===== src/rtl/fetch_pc_ctrl.sv =====
// ---------------------------------------------------------------------------
// fetch_pc_ctrl
//
// Fetch-stage program-counter owner for the pipelined RV32 core. Holds the
// PC, issues fetch requests to instruction memory, applies EX-stage
// redirects (branch / JAL / JALR) and squashes wrong-path work in IF/ID and
// ID/EX.
//
// Fetch handshake: imem_req is the request valid and imem_gnt is the memory
// ready. A fetch of address `pc` happens on a rising edge where both are 1.
// imem_req never drops once it rises after reset, so nothing is withdrawn.
//
// Optional feature macro: FETCH_MISALIGN_CHECK_EN
//   defined   -> adds output misalign_err, a sticky flag raised when a
//                redirect arrives with a target whose low two bits are not 00
//   undefined -> no port; misaligned targets are silently aligned
//
// Ports:
//   clk, rst_n        core clock (rising edge), async active-low reset
//   stall             hazard-unit stall, freezes sequential PC advance
//   ex_redirect       EX resolved taken branch/jump (one-cycle pulse)
//   ex_is_jalr        1 = target from ALU result, 0 = computed target
//   ex_branch_target  computed branch/JAL target
//   ex_alu_result     ALU result; JALR target is bits [PC_W-1:0]
//   imem_gnt          instruction memory accepts the request
//   imem_req          fetch request valid
//   pc, pc_plus4      current fetch address and pc+4 (mod 2^PC_W)
//   pc_sel_s1/s0      next-PC select: 00 pc+4, 01 branch target, 11 ALU
//   if_valid          instruction entering IF/ID is correct-path
//   flush_if_id/id_ex one-cycle squash of IF/ID and ID/EX after a redirect
//   redirect_cnt      saturating count of applied redirects
//   dbg_pend          debug view of the FSM: 1 = PEND, 0 = RUN
//   misalign_err      (macro only) sticky misaligned-target flag
// ---------------------------------------------------------------------------
module fetch_pc_ctrl #(
  parameter int unsigned PC_W     = 9,
  parameter int unsigned DATA_W   = 32,
  parameter int unsigned RESET_PC = 0,
  parameter int unsigned CNT_W    = 16
) (
  input  logic              clk,
  input  logic              rst_n,
  input  logic              stall,
  input  logic              ex_redirect,
  input  logic              ex_is_jalr,
  input  logic [PC_W-1:0]   ex_branch_target,
  input  logic [DATA_W-1:0] ex_alu_result,
  input  logic              imem_gnt,
  output logic              imem_req,
  output logic [PC_W-1:0]   pc,
  output logic [PC_W-1:0]   pc_plus4,
  output logic              pc_sel_s1,
  output logic              pc_sel_s0,
  output logic              if_valid,
  output logic              flush_if_id,
  output logic              flush_id_ex,
  output logic [CNT_W-1:0]  redirect_cnt,
  output logic              dbg_pend
`ifdef FETCH_MISALIGN_CHECK_EN
  ,
  output logic              misalign_err
`endif
);

  typedef enum logic {
    RUN  = 1'b0,
    PEND = 1'b1
  } state_e;

  localparam logic [PC_W-1:0] RESET_PC_V = PC_W'(RESET_PC & ~32'd3);
  localparam logic [PC_W-1:0] PC_STEP    = PC_W'(4);
  localparam logic [CNT_W-1:0] CNT_ONE   = CNT_W'(1);

  state_e            state_q, state_d;
  logic [PC_W-1:0]   pc_q, pc_d;
  logic [PC_W-1:0]   pend_q, pend_d;
  logic [CNT_W-1:0]  cnt_q, cnt_d;
  logic              ifv_q, ifv_d;
  logic              req_q;
  logic              flush_q;

  logic              fire;
  logic [PC_W-1:0]   raw_tgt;
  logic [PC_W-1:0]   new_tgt;
  logic [PC_W-1:0]   pc_inc;
  logic [CNT_W-1:0]  cnt_inc;
  logic [1:0]        sel;

  // Only the low PC_W bits of the ALU result form a JALR target.
  logic unused_alu_hi;
  assign unused_alu_hi = ^ex_alu_result[DATA_W-1:PC_W];

  assign fire    = req_q & imem_gnt;
  assign raw_tgt = ex_is_jalr ? ex_alu_result[PC_W-1:0] : ex_branch_target;
  // Instructions are word aligned, so the low two target bits are dropped.
  assign new_tgt = {raw_tgt[PC_W-1:2], 2'b00};
  assign pc_inc  = pc_q + PC_STEP;
  assign cnt_inc = (cnt_q == {CNT_W{1'b1}}) ? cnt_q : cnt_q + CNT_ONE;

  always_comb begin
    state_d = state_q;
    pc_d    = pc_q;
    pend_d  = pend_q;
    cnt_d   = cnt_q;
    ifv_d   = ifv_q;
    sel     = 2'b00;
    case (state_q)
      RUN: begin
        if (ex_redirect) begin
          // Redirect wins over stall; whatever is fetched this cycle is
          // wrong-path, so the IF/ID slot is marked invalid.
          sel   = ex_is_jalr ? 2'b11 : 2'b01;
          ifv_d = 1'b0;
          if (fire) begin
            pc_d  = new_tgt;
            cnt_d = cnt_inc;
          end else begin
            pend_d  = new_tgt;
            state_d = PEND;
          end
        end else if (!stall) begin
          ifv_d = fire;
          if (fire) begin
            pc_d = pc_inc;
          end
        end
        // Stall with no redirect: IF/ID holds, so if_valid holds too.
      end
      PEND: begin
        ifv_d = 1'b0;
        if (fire) begin
          // A redirect arriving in the same cycle as the grant is newer
          // than the stored one and is applied directly.
          pc_d    = ex_redirect ? new_tgt : pend_q;
          cnt_d   = cnt_inc;
          state_d = RUN;
        end else if (ex_redirect) begin
          pend_d = new_tgt;
        end
      end
      default: state_d = RUN;
    endcase
  end

  always_ff @(posedge clk or negedge rst_n) begin
    if (!rst_n) begin
      state_q <= RUN;
      pc_q    <= RESET_PC_V;
      pend_q  <= '0;
      cnt_q   <= '0;
      ifv_q   <= 1'b0;
      req_q   <= 1'b0;
      flush_q <= 1'b0;
    end else begin
      state_q <= state_d;
      pc_q    <= pc_d;
      pend_q  <= pend_d;
      cnt_q   <= cnt_d;
      ifv_q   <= ifv_d;
      req_q   <= 1'b1;
      flush_q <= ex_redirect;
    end
  end

`ifdef FETCH_MISALIGN_CHECK_EN
  logic mis_q;

  always_ff @(posedge clk or negedge rst_n) begin
    if (!rst_n) begin
      mis_q <= 1'b0;
    end else if (ex_redirect && (raw_tgt[1:0] != 2'b00)) begin
      mis_q <= 1'b1;
    end
  end

  assign misalign_err = mis_q;
`else
  logic unused_tgt_lo;
  assign unused_tgt_lo = ^raw_tgt[1:0];
`endif

  assign imem_req     = req_q;
  assign pc           = pc_q;
  assign pc_plus4     = pc_inc;
  assign pc_sel_s1    = sel[1];
  assign pc_sel_s0    = sel[0];
  assign if_valid     = ifv_q;
  assign flush_if_id  = flush_q;
  assign flush_id_ex  = flush_q;
  assign redirect_cnt = cnt_q;
  assign dbg_pend     = (state_q == PEND);

endmodule


===== config.mk =====
export PLATFORM = sky130hd
export DESIGN_NAME = fetch_pc_ctrl
export DESIGN_NICKNAME = d
export VERILOG_FILES = /design/src/rtl/fetch_pc_ctrl.sv
export SDC_FILE = /design/constraint.sdc
export NUM_CORES = 1
export LEC_CHECK = 0
export CORE_UTILIZATION = 38
export CTS_BUF_LIST = sky130_fd_sc_hd__clkbuf_4 sky130_fd_sc_hd__clkbuf_8 sky130_fd_sc_hd__clkbuf_16
export DETAILED_ROUTE_END_ITERATION = 12
export PLACE_DENSITY_LB_ADDON = 0.3
export SLEW_MARGIN = 20
export SYNTH_ARGS = -nofsm -noshare
export SYNTH_HDL_FRONTEND = slang
export SYNTH_SLANG_ARGS = --single-unit

===== constraint.sdc =====
create_clock -name clk -period 1.46 [get_ports clk]
set_input_delay 0.292 -clock clk [delete_from_list [all_inputs] [get_ports clk]]
set_output_delay 0.292 -clock clk [all_outputs]
set_load 0.005 [all_outputs]

# == Word-level counts from Yosys, hierarchy flattened ==
# Cells that the tools add are included.
# word_totals
rom_bits,0
mem_count,0
out_inout_bits,41
regBits,38
in_bits,47
latch_bits,0
ramBits,0
# op_classes
order_cmp,0
n_shift,0
n_div,0
bitwise,2
eq_ne,7
multipliers,0
reduce_logical,2
n_mux,25
add_sub_neg,2
# op_table
op,count
2-to-1 mux 9 bit,10
2-to-1 mux 16 bit,3
one-hot mux 9 bit (2 select lines),2
one-hot mux 16 bit (2 select lines),1
"adder 16 x 1 -> 16 bit, second input constant",1
"== test 16 bit, second input constant",1
"adder 9 x 3 -> 9 bit, second input constant",1
"!= test 2 bit, second input constant",4
2-to-1 mux 2 bit,3
AND reduction 3 bit,2
2-to-1 mux 1 bit,4
one-hot mux 1 bit (2 select lines),2
"!= test 3 bit, second input constant",1
"!= test 2 x 1 -> 1 bit, second input constant",1
bitwise AND 1 bit,1
NOT 1 bit,1

# == Depth between registers and ports, before layout ==
# depth
ltp_word,5
ltp_mapped,5
mapped_depth_nobuf,5

# == Least setup slack after synthesis ==
# OpenSTA, ideal clock, no wires.
# synth_path
path_type,register -> register
from,"register cnt_q[0], in the netlist redirect_cnt[0]"
to,"register cnt_q[1], in the netlist redirect_cnt[1]"
stages_incl_launch_ff,6
n_path_buf,0
arrival_time_ns,1.464
setup_ns,0.125
t_required_ns,1.335
period_less_slack_ns,1.589
slack_ns,-0.129
path_cell_list,dfrtp_1 > ha_1 > nand4_1 > nor4_4 > nor2_2 > mux2_4
# synth_via
elab_chain_len,5
elab_cells_between_ends,6
# synth_lines
element,line_no,text
"start, declared",77,"logic [CNT_W-1:0] cnt_q, cnt_d;"
"start signal, assigned",158,cnt_q <= cnt_d;
adder 16 x 1 -> 16 bit or == test 16 bit (tied branches),98,assign cnt_inc = (cnt_q == {CNT_W{1'b1}}) ? cnt_q : cnt_q + CNT_ONE;
2-to-1 mux 16 bit *,98,
2-to-1 mux 16 bit *,"114, 131",
2-to-1 mux 16 bit,109,if (ex_redirect) begin
one-hot mux 16 bit (2 select lines) *,107,case (state_q)
# Every way passes the cells marked *; elsewhere a longest branch is shown, timed or not. The select of a mux whose other input is x is not followed.
# A chain may end at the register's enable or synchronous reset.

# == Final worst setup path ==
# layout_path
from,"register pc_q[2], in the netlist pc[2]"
to,output port pc_plus4[7]
# layout_via
elab_chain_len,1
# layout_lines
element,line_no,text
"start, declared",75,"logic [PC_W-1:0] pc_q, pc_d;"
"start signal, assigned",156,pc_q <= pc_d;
adder 9 x 3 -> 9 bit,97,assign pc_inc = pc_q + PC_STEP;
"end, declared",51,"output logic [PC_W-1:0] pc_plus4,"
# No other way between the ends.

==> flow_summary.toml <==
[detailed_routing]
finalWirelength_microns = 7691
wl_per_cell_microns = 17.80
drt_iter0_drc = 139
drt_pre_antenna_iters = 4
vias = 2300
antenna_left = 0
drcViolationCount = 0
vias_per_cell = 5.324

[grt]
grt_pass1_wl_microns = 10430
overflow = 0
grt_pass1_vias = 2182
grt_start_max_net_pins = 23
grtUsageTotal = 0.2556
grt_antenna_before_repair = 0

[clocking]
cts_tree = "done"
clk_path_buf_depth = 2
clock_latency_ps = 300
cts_root_buf = "clkbuf_8"
clk_pin_slew_ps = 90
cts_num_sinks = 38
htreeDepth = 2
cts_buffers = 5

[worst_setup_path]
r2r_start = "pc[2]"
setup.worst_path.end_class = "output pin"
crit_cells = 4
path_cells = "nand3_2 -> o21a_1 -> or2_4 -> buf_6"
worstPathArrival_ps = 1430
startpoint_type = "flip-flop"
worstSetupPathType = "reg -> out"
cp_slowest_cell = "dfrtp_1"
required_ps = 1170
max_stage_delay_ps = 430
cp_num_buf_inv = 1
crit_family = "flip-flops"
r2r_cells = 7
crit_fanout = 3
startpoint = "pc[2]"

[finish]
fillers = 308
final_nets = 413
final_cells = 432
area_growth_pct = 93.46
layout_common_cells = "buf_4, dfrtp_1, buf_6"
final_common_cell = "buf_4"
register_area_sq_um = 955.9
multiInputGateArea_sq_mm = 0.001265
drive_above_1_share = 0.4877
antennaDiodeCount = 0

[timing]
hold_viol_final = 0
tns_ps = -2109
finalSetupViolations = 20
rsz0062_at_grt = "true"
skew_ps = 10.01
whs_ps = 463.1
slew_violations = 0
max_freq_mhz = 581.0
timing.final.ws_setup_ps = -261.3
layout_min_cycle_time_ps = 1721
period_share = 1.179

[die]
die_w_microns = 74.38
core_sq_mm = 0.004880
num_rows = 25
die_area_sq_mm = 0.005532
start_util = 0.4079
io_pins = 88
die-height_microns = 74.38

[min_path]
min_path_type = "in -> async"

[place]
port_buffers = 60
place_congestion = 0.8470
hpwl_microns = 4085
dp_cells = 382

[synthesis]
yosysWarnings = 0
syn_inst = 202
synth_fp_nets = 251
synth_mux_area_frac = 0.06348
synth_largest_area_cell = "dfrtp_1"
synthDistinctLibCells = 44
synth-simple-area-share = 0.2150
ys_ff_latch = 38
yosysSeqAreaShare = 0.4777
synth_area_leaders = "dfrtp_1, mux2i_1, xor2_1"
syn_area_per_cell_sq_um = 9.855
synth_top_family_by_area = "simple AND/OR/NAND/NOR gates"
yosys.area.top_type_share = 0.4777
synth_compound_area_frac = 0.1339
synthAdderAreaFrac = 0.01257
syn_area_sq_mm = 0.001991
synth_xor_xnor_area_share = 0.06600

[pwr]
power_density_mw_per_mm2 = 1092
p_leak_nw = 1.957
ir_drop_mv = 0.8987
totalPowerFinal_mw = 4.205

[run_status]
status = "complete, but fails checks"
violations = "negative setup slack"

[run]
cap_violations = 0
## metal layers
layer  GRT usage  up-vias  part of all wire
li1            -     1050                 -
met1      0.3179     1132              0.40
met2      0.4304       88              0.52
met3     0.05420       30             0.045
met4      0.1069        0             0.038
met5           0        -                 0
## power by group
group	total (mW)	internal [mW]	switching, mW
registers	1.34	1.21	0.132
logic	1.72	0.997	0.721
clock network	1.14	0.729	0.413
total	4.20	2.94	1.27
## cells by family (layout without fill, tap and decap cells)
family                   count (synthesis)  after routing
AO/OA/AOI/OAI                           40             40
buffers and inverters                   12            175
flip-flops                              38             38
adder cells (fa/ha/maj)                  2              2
multiplexers                            12             12
other                                    1              1
AND/OR/NAND/NOR                         82             82
XOR/XNOR                                15             15
## stage by stage
stage	setup WS [ps]	util	cell area [sq um]
global route	-306.8	0.7892	3851
CTS	-217.8	0.7326	3575
global placement	-509.3	0.6364	3105
finish	-261.3	0.7892	3851
detailed placement	-542.0	0.6364	3105
floorplan	-114.6	-	1999
## flip-flops by register name, indices dropped and copies added, names as in the netlist
register	count
dbg_pend	1
flush_id_ex	1
if_valid	1
imem_req	1
pc	9
pend_q	9
redirect_cnt	16
## repair_timing
item / 4_1_cts / 5_1_grt
resized for setup: 112 / 59
endpoints found under the hold margin: 16 / 0
hold buffers: 1 / 0
pin swaps: 18 / 19
setup endpoints to repair: 60 / 40
setup buffers: 32 / 11
## worst paths after layout
path | endpoint | slack (ps)
setup / recovery | pc_plus4[7] | -260
hold / removal | redirect_cnt[13] | 460
setup reg to reg | pc[7] | -230
hold reg to reg | pend_q[1] | 540
max in group asynchronous | pc[7] | 510
min in group clk | dbg_pend | 470
## cell type report
type | count | area share
clock buffer | 6 | 0.02144
timing repair buffer | 163 | 0.3606
tap | 67 | 0.02177
inverter | 4 | 0.003899
sequential | 38 | 0.2482
clock inverter | 2 | 0.01559
multi-input combinational | 152 | 0.3285
## synthesized netlist by cell type (all sizes together)
| cell type | count |
|---|---|
| xor2 | 10 |
| ha | 2 |
| a22o | 5 |
| clkbuf | 2 |
| a311oi | 1 |
| o22a | 1 |
| nand4 | 7 |
| o21ai | 3 |
| or2 | 2 |
| a31oi | 4 |
| mux2i | 10 |
| o31ai | 2 |
| a2111oi | 1 |
| dfrtp | 38 |
| and3 | 4 |
| conb | 1 |
| xnor2 | 5 |
| nand2 | 20 |
| nor2 | 19 |
| nor3 | 10 |
| mux2 | 2 |
| a211oi | 1 |
| nand2b | 3 |
| a21oi | 16 |
| a21o | 1 |
| nand3b | 2 |
| o22ai | 2 |
| inv | 4 |
| buf | 6 |
| nor2b | 3 |
| nand3 | 8 |
| o311ai | 1 |
| and2 | 1 |
| o21a | 1 |
| nor4 | 3 |
| o211a | 1 |
No activity file was read; power rests on OpenSTA's default activity.
